File: src/rtl/reg_file_pkg.sv
// reg_file_param shared types.
// Clear-sweep state encoding used by the sequencer.
package reg_file_pkg;

    typedef enum logic {
        RF_CLEAR = 1'b0,
        RF_RUN   = 1'b1
    } rf_state_t;

endpackage

File: src/rtl/reg_file_if.sv
// Decode/writeback side bundle of the register file.
// master drives addresses and data; slave is the register file.
interface reg_file_if #(
    parameter int W     = 8,
    parameter int DEPTH = 16
);
    localparam int AW = $clog2(DEPTH);

    logic          we;
    logic [AW-1:0] waddr;
    logic [W-1:0]  wdata;
    logic [AW-1:0] raddrA;
    logic [AW-1:0] raddrB;
    logic          use_imm;
    logic [W-1:0]  imm;
    logic          set_pend;
    logic [AW-1:0] pend_addr;
    logic          clear_req;
    logic [W-1:0]  data_outA;
    logic [W-1:0]  data_outB;
    logic          busyA;
    logic          busyB;
    logic          ready;

    modport master (
        output we, waddr, wdata, raddrA, raddrB,
        output use_imm, imm, set_pend, pend_addr, clear_req,
        input  data_outA, data_outB, busyA, busyB, ready
    );

    modport slave (
        input  we, waddr, wdata, raddrA, raddrB,
        input  use_imm, imm, set_pend, pend_addr, clear_req,
        output data_outA, data_outB, busyA, busyB, ready
    );

endinterface

File: src/rtl/reg_file_clear_seq.sv
// Clear-sweep sequencer: walks every register index once,
// then parks in RUN until a clear request arrives.
module reg_file_clear_seq
    import reg_file_pkg::*;
#(
    parameter int DEPTH = 16
) (
    input  logic                     CLK,
    input  logic                     reset,
    input  logic                     clear_req,
    output logic                     clr_en,
    output logic [$clog2(DEPTH)-1:0] clr_idx,
    output logic                     ready
);
    localparam int AW = $clog2(DEPTH);
    localparam logic [AW-1:0] LAST = AW'(DEPTH - 1);

    rf_state_t     state;
    logic [AW-1:0] idx;

    always_ff @(posedge CLK) begin
        if (reset) begin
            state <= RF_CLEAR;
            idx   <= '0;
            ready <= 1'b0;
        end else begin
            unique case (state)
                RF_CLEAR: begin
                    idx <= idx + AW'(1);
                    // compared before the increment wraps
                    if (idx == LAST) begin
                        state <= RF_RUN;
                        ready <= 1'b1;
                    end
                end
                RF_RUN: begin
                    if (clear_req) begin
                        state <= RF_CLEAR;
                        idx   <= '0;
                        ready <= 1'b0;
                    end
                end
                default: begin
                    state <= RF_CLEAR;
                    idx   <= '0;
                    ready <= 1'b0;
                end
            endcase
        end
    end

    assign clr_en  = (state == RF_CLEAR);
    assign clr_idx = idx;

endmodule

File: src/rtl/reg_file_param.sv
// Parametrised register file with write bypass, pending
// scoreboard, optional zero register and clear sweep.
module reg_file_param
    import reg_file_pkg::*;
#(
    parameter int W        = 8,
    parameter int DEPTH    = 16,
    parameter int ZERO_REG = 0
) (
    input logic      CLK,
    input logic      reset,
    reg_file_if.slave bus
);
    localparam int AW = $clog2(DEPTH);

    logic [W-1:0]     regs [DEPTH];
    logic [DEPTH-1:0] pend;

    logic          clr_en;
    logic [AW-1:0] clr_idx;
    logic          run;

    reg_file_clear_seq #(
        .DEPTH(DEPTH)
    ) u_clr (
        .CLK      (CLK),
        .reset    (reset),
        .clear_req(bus.clear_req),
        .clr_en   (clr_en),
        .clr_idx  (clr_idx),
        .ready    (bus.ready)
    );

    assign run = ~clr_en;

    logic wz, pz, za, zb;
    logic upd, wr_ok, pd_ok;
    logic byp_a, byp_b;

    assign wz = (ZERO_REG != 0) && (bus.waddr == '0);
    assign pz = (ZERO_REG != 0) && (bus.pend_addr == '0);
    assign za = (ZERO_REG != 0) && (bus.raddrA == '0);
    assign zb = (ZERO_REG != 0) && (bus.raddrB == '0);

    // a clear request edge performs no update at all
    assign upd   = run & ~reset & ~bus.clear_req;
    assign wr_ok = upd & bus.we & ~wz;
    assign pd_ok = upd & bus.set_pend & ~pz;

    always_ff @(posedge CLK) begin
        if (clr_en) begin
            regs[clr_idx] <= '0;
            pend[clr_idx] <= 1'b0;
        end else begin
            if (wr_ok) begin
                regs[bus.waddr] <= bus.wdata;
                pend[bus.waddr] <= 1'b0;
            end
            // a new producer overrides the completing write
            if (pd_ok) begin
                pend[bus.pend_addr] <= 1'b1;
            end
        end
    end

    assign byp_a = wr_ok && (bus.waddr == bus.raddrA);
    assign byp_b = wr_ok && (bus.waddr == bus.raddrB);

    always_comb begin
        bus.data_outA = '0;
        bus.busyA     = 1'b0;
        if (run) begin
            if (byp_a) begin
                bus.data_outA = bus.wdata;
            end else if (!za) begin
                bus.data_outA = regs[bus.raddrA];
                bus.busyA     = pend[bus.raddrA];
            end
        end
    end

    always_comb begin
        bus.data_outB = '0;
        bus.busyB     = 1'b0;
        if (run) begin
            if (bus.use_imm) begin
                bus.data_outB = bus.imm;
            end else if (byp_b) begin
                bus.data_outB = bus.wdata;
            end else if (!zb) begin
                bus.data_outB = regs[bus.raddrB];
                bus.busyB     = pend[bus.raddrB];
            end
        end
    end

endmodule

File: src/flat_wrapper.sv
// flat-port wrapper written by rule: the top's interface ports become plain ports
module reg_file_param_flat import reg_file_pkg::*;
#(
    parameter int W        = 8,
    parameter int DEPTH    = 16,
    parameter int ZERO_REG = 0
)
  (CLK, reset, bus_we, bus_waddr, bus_wdata, bus_raddrA, bus_raddrB, bus_use_imm, bus_imm, bus_set_pend, bus_pend_addr, bus_clear_req, bus_data_outA, bus_data_outB, bus_busyA, bus_busyB, bus_ready);
  reg_file_if #(.W(W), .DEPTH(DEPTH)) bus_i ();
  input logic CLK;
  input logic reset;
  input wire logic [$bits(bus_i.we)-1:0] bus_we;
  input wire logic [$bits(bus_i.waddr)-1:0] bus_waddr;
  input wire logic [$bits(bus_i.wdata)-1:0] bus_wdata;
  input wire logic [$bits(bus_i.raddrA)-1:0] bus_raddrA;
  input wire logic [$bits(bus_i.raddrB)-1:0] bus_raddrB;
  input wire logic [$bits(bus_i.use_imm)-1:0] bus_use_imm;
  input wire logic [$bits(bus_i.imm)-1:0] bus_imm;
  input wire logic [$bits(bus_i.set_pend)-1:0] bus_set_pend;
  input wire logic [$bits(bus_i.pend_addr)-1:0] bus_pend_addr;
  input wire logic [$bits(bus_i.clear_req)-1:0] bus_clear_req;
  output wire logic [$bits(bus_i.data_outA)-1:0] bus_data_outA;
  output wire logic [$bits(bus_i.data_outB)-1:0] bus_data_outB;
  output wire logic [$bits(bus_i.busyA)-1:0] bus_busyA;
  output wire logic [$bits(bus_i.busyB)-1:0] bus_busyB;
  output wire logic [$bits(bus_i.ready)-1:0] bus_ready;
  assign bus_i.we = bus_we;
  assign bus_i.waddr = bus_waddr;
  assign bus_i.wdata = bus_wdata;
  assign bus_i.raddrA = bus_raddrA;
  assign bus_i.raddrB = bus_raddrB;
  assign bus_i.use_imm = bus_use_imm;
  assign bus_i.imm = bus_imm;
  assign bus_i.set_pend = bus_set_pend;
  assign bus_i.pend_addr = bus_pend_addr;
  assign bus_i.clear_req = bus_clear_req;
  assign bus_data_outA = bus_i.data_outA;
  assign bus_data_outB = bus_i.data_outB;
  assign bus_busyA = bus_i.busyA;
  assign bus_busyB = bus_i.busyB;
  assign bus_ready = bus_i.ready;
  reg_file_param #(.W(W), .DEPTH(DEPTH), .ZERO_REG(ZERO_REG)) u_core (.CLK(CLK), .reset(reset), .bus(bus_i));
endmodule
File: config.mk
export PLATFORM = sky130hd
export DESIGN_NAME = reg_file_param_flat
export DESIGN_NICKNAME = d
export VERILOG_FILES = /design/src/rtl/reg_file_pkg.sv /design/src/rtl/reg_file_if.sv /design/src/rtl/reg_file_clear_seq.sv /design/src/rtl/reg_file_param.sv /design/src/flat_wrapper.sv
export SDC_FILE = /design/constraint.sdc
export NUM_CORES = 1
export LEC_CHECK = 0
export CORE_MARGIN = 4
export CORE_UTILIZATION = 45
export CTS_CLUSTER_DIAMETER = 100
export DETAILED_ROUTE_END_ITERATION = 8
export SYNTH_ARGS = -nofsm -noshare
export SYNTH_HDL_FRONTEND = slang
export SYNTH_SLANG_ARGS = --single-unit
File: constraint.sdc
create_clock -name CLK -period 2.45 [get_ports CLK]
set_input_delay 0.3675 -clock CLK [delete_from_list [all_inputs] [get_ports CLK]]
set_output_delay 0.3675 -clock CLK [all_outputs]
set_load 0.005 [all_outputs]
## Word-level counts from Yosys, hierarchy flattened

Memories as Yosys holds them, arrays and structs flattened.
Cells that the tools add are included.

- Register bits: 22
- Output and inout port bits: 19
- Input port bits: 38
- Memories: 1
- Bits in latches: 0
- Memory bits (read-only): 0
- RAM bits: 128

- Eq/ne operators: 5
- Shift operators: 0
- Mux-type cells: 39
- Divide/modulo/power cells: 0
- Magnitude comparators: 8
- Multipliers: 0
- Add/subtract/negate cells: 1
- Reduce and logical (&&, ||, !) cells: 7
- Bitwise gates (word level): 12

Memory list:

| memory | words | bits a word | read ports | clocked after memory_dff | wr ports | RTL line | text |
|---|---|---|---|---|---|---|---|
| u_core.regs | 16 | 8 | 2 | 0 | 1 | reg_file_param.sv:16 | `logic [W-1:0] regs [DEPTH];` |

Operator list:

| cell | number |
|---|---|
| 16-bit 2-to-1 mux | 4 |
| 8-bit 2-to-1 mux | 6 |
| 16-bit AND | 2 |
| 16-bit inverter | 2 |
| 4-bit by 5-bit < comparator with 1-bit output, second input constant | 5 |
| 1-bit 2-to-1 mux | 19 |
| 16-bit OR | 1 |
| 1-bit demux with 4-bit select | 3 |
| 4-bit by 1-bit greater-or-equal comparator with 1-bit output, second input constant | 3 |
| 1-bit binary-select mux with 4-bit select | 2 |
| 4-bit equality test | 2 |
| 4-bit 2-to-1 mux | 2 |
| 4-bit one-hot mux with 2 select lines | 1 |
| 8-bit OR reduction | 1 |
| 1-bit logical AND | 5 |
| 4-bit by 1-bit adder with 4-bit output, second input constant | 1 |
| 1-bit AND | 4 |
| 4-bit equality test, second input constant | 1 |
| 2-bit inequality test, second input constant | 2 |
| 1-bit one-hot mux with 2 select lines | 2 |
| 1-bit inverter | 3 |
| 2-bit AND reduction | 1 |

## Longest topological paths before layout

- Word-level depth: 11
- Depth in mapped cells: 7
- Depth with buffers taken out: 5

## Cells and area by module

From an unflattened synthesis, not the netlist that was laid out.

- Cells, all modules: 512
- Area, all modules: 7805.0 um^2

By module, submodules not included:

| module | times used | area each (um^2) | seq. area each (um^2) | cells each |
|---|---|---|---|---|
| reg_file_param | 1 | 7537.2 | 4164.0 | 480 |
| reg_file_clear_seq | 1 | 267.8 | 120.1 | 32 |

## Least setup slack after synthesis

No wires, ideal clock.

- Path kind: input port to output port
- Start point: input bus_raddrB[2]
- End point: output bus_data_outB[6]
- Data arrival time: 1818 ps
- Cell stages on the path: 6
- Data required time: 2082 ps
- Slack: 264 ps
- Buffers on the path: 2
- Cell sequence: clkbuf_1 -> clkbuf_1 -> mux4_2 -> a22oi_1 -> nand2_1 -> a221o_1

- Word-level cells in the longest chain between the ends: 5
- Elaborated cells on any way between the ends: 6
- Classes of those cells: eq/ne (1); mux (3); reduce/logical (1); memory (1)

Ends and longest elaborated chain:

| element | RTL line | text |
|---|---|---|
| start: declaration | flat_wrapper.sv:16 | `input wire logic [$bits(bus_i.raddrB)-1:0] bus_raddrB;` |
| parallel branches: the longest is 2 deep, another holds memory 16 x 8 bit | -- |  |
| 8-bit 2-to-1 mux (*) | reg_file_param.sv:88 | `end else if (byp_b) begin` |
| 8-bit 2-to-1 mux (*) | reg_file_param.sv:86 | `if (bus.use_imm) begin` |
| 8-bit 2-to-1 mux (*) | reg_file_param.sv:85 | `if (run) begin` |
| end: declaration | flat_wrapper.sv:23 | `output wire logic [$bits(bus_i.data_outB)-1:0] bus_data_outB;` |

Mark *: on every way between the ends.

==> qor.yml <==
critPathLaunchType: "flop"
min_path_type: "in2reg"
power_mw: 5.835
cts-root-buf: "clkbuf_16"
skew_ns: 0.009281
gr-total-overflow: 0
max_cap_violations: 0
cts-buffers-inserted: 17
critPathTopFamily: "compound AO/OA/AOI/OAI gates"
rows: 47
start_util: 0.4629
drc: 0
antenna_found_initial: 0
core_sq_um: 16760
drive_gt1_frac: 0.4027
fillers: 1340
cp_max_fo: 2
design_area_sq_um: 9932
clk_latency_ns: 0.42
cp.arrival_ns: 2.13
ioPinCount: 57
slew-limit-headroom: 0.5812
multi_input_area_sq_um: 3347
hold_viol_final: 0
period_needed_ns: 2.498
setup_viol: 3
seq_area_sq_um: 4300
worst_slack_ns: -0.04786
cp.required_ns: 2.08
syn_to_final_growth_pct: 28.03
crit_chain: "mux4_2 > a22oi_2 > nand2_1 > a221o_1 > buf_2"
max_clock_freq_mhz: 400.3
slowest_stage: "mux4_2"
syn_inst: 513
wl_microns: 23450
p_per_area_nw_per_um2: 587.5
placed_cells: 833
cts.path.max_buffers: 2
vias_per_cell: 6.388
end_kind: "output pin"
synthesis.area_sq_um: 7757
grt_pass1_wl_microns: 35030
h-tree-depth: 4
finalMaxSlewViolations: 0
dp_hpwl_microns: 16470
worst_pin_slew_ns: 0.6282
cts_sinks: 150
violations: "setup timing"
critPathMaxStageDelay_ns: 0.51
syn_area_per_cell_sq_um: 15.12
status: "finished, violations left"
worst_hold_slack_ns: 0.4025
fin_crit_sh: 1.020
ctsHoldBuffers: 0
syn_nets: 555
nNetsFinal: 692
drt_pass1_iterations: 5
die_y_microns: 139.3
peakVddDrop_v: 0.0005035
critPathKind: "reg2out"
instances_no_fill: 883
die_w_microns: 139.3
ys_seq_area_frac: 0.5523
grt_pass1_vias: 5644
grtUsageTotal: 0.2440
ant_nets: 0
cp_num_buf_inv: 1
placed_cell_area_sq_um: 9111
layout_common_cells: "edfxtp_1 (128), buf_4 (78), mux4_2 (69)"
design.die.area_sq_um: 19400
synth_cell_types: 52
yosysWarnings: 0
io_buffers: 56
synth-seq-cells: 150
grt_max_degree: 21
final_common_cell: "edfxtp_1"
antennaDiodeCount: 0
synthArstFlopShare: 0
clk_transition_reported_paths_ns: 0.06
power.leakage_nw: 3.795
drtIter0Drc: 663
wl_per_cell_microns: 26.56
rsz0062_at_grt: "true"
ys.flop_type: "edfxtp_1"
pre_cts_slack_ns: -0.5930
place.gp.congestion: 0.8973
cts_tree: "yes"
synth_edf_count: 128
vias: 5641
==> where the power goes <==
| part | internal, mW | total, mW | switching (mW) |
|---|---|---|---|
| sequential | 2.78 | 2.81 | 0.0254 |
| clock | 1.39 | 2.43 | 1.04 |
| combinational | 0.299 | 0.596 | 0.298 |
| total | 4.47 | 5.83 | 1.36 |
==> synthesized netlist by cell type (3+ instances only) <==
master | count | share of area
nor3b_1 | 3 | 0.0029
xor2_1 | 4 | 0.0045
ha_1 | 4 | 0.0065
o21ai_1 | 11 | 0.0071
a22o_1 | 8 | 0.0090
nand2_1 | 44 | 0.021
nand3_1 | 13 | 0.0084
a21oi_1 | 16 | 0.010
mux4_2 | 60 | 0.17
a22oi_1 | 36 | 0.035
edfxtp_1 | 128 | 0.50
o221ai_1 | 3 | 0.0034
clkbuf_1 | 20 | 0.0097
xnor2_1 | 4 | 0.0045
o31a_1 | 3 | 0.0034
dfxtp_1 | 22 | 0.057
buf_1 | 5 | 0.0024
mux4_1 | 14 | 0.047
o211ai_1 | 3 | 0.0029
a221o_1 | 8 | 0.010
buf_6 | 3 | 0.0044
nor2b_1 | 11 | 0.0089
inv_1 | 5 | 0.0024
and3_1 | 11 | 0.0089
and2_1 | 12 | 0.0097
nor2_1 | 27 | 0.013
buf_2 | 4 | 0.0026
==> per-layer routing <==
metal,GRT usage,share of wire
met5,0,0
met4,0.06540,0.024
met3,0.06175,0.099
met2,0.3885,0.48
met1,0.3379,0.39
==> layout make-up <==
cell class                 count  area share
sequential                   150      0.4330
tap                          220     0.02771
multi-input combinational    320      0.3370
clock buffer                  20     0.04397
timing repair buffer         155      0.1458
inverter                       6    0.002268
clock inverter                12     0.01033
==> tightest hold or removal path, stage by stage <==
cell and delay (ns):
dlygate4sd2_1 0.21, buf_4 0.15, nor2_1 0.05
==> per-stage QoR <==
stage                     setup TNS (ns)  utilization
final                            -0.1264       0.5926
after global routing             -0.4704       0.5926
after CTS                        -0.2360       0.5903
after detailed placement          -24.24       0.5436
after global placement            -19.77       0.5436
after floorplan                        0            -
==> worst paths after layout <==
kind,startpoint,end,slack [ns],cells past startpoint
max,u_core.regs[13][6]$_DFFE_PP_,bus_data_outB[6],-0.05,5
min,reset,u_core.u_clr.clr_idx[2]$_SDFFE_PP0P_,0.40,3
max reg2reg,u_core.u_clr.state$_SDFF_PP0_,u_core.regs[8][1]$_DFFE_PP_,0.15,8
min reg2reg,u_core.u_clr.ready$_SDFFE_PP0P_,u_core.u_clr.ready$_SDFFE_PP0P_,0.47,2
==> sequential cells by signal, summed over array words and instances (netlist names) <==
name	flops
u_core.u_clr.state	1
u_core.pend	16
u_core.u_clr.clr_idx	4
u_core.u_clr.ready	1
u_core.regs	128
==> what timing repair did <==
action                     CTS  global route
resized for setup          122            24
gates cloned                 2             0
buffers inserted            12             6
setup endpoints to repair   18            34
pin swaps                   36            18
==> cells by family after synthesis <==
kind of cell / Yosys count / share of synthesized area
adder cells (fa/ha/maj): 4 / 0.006452
multiplexers: 74 / 0.2216
AND/OR/NAND/NOR: 133 / 0.08532
AO/OA/AOI/OAI: 101 / 0.09436
flip-flops: 150 / 0.5523
buffers and inverters: 43 / 0.03097
XOR/XNOR: 8 / 0.009031
Power figures use the tool's default switching activity.
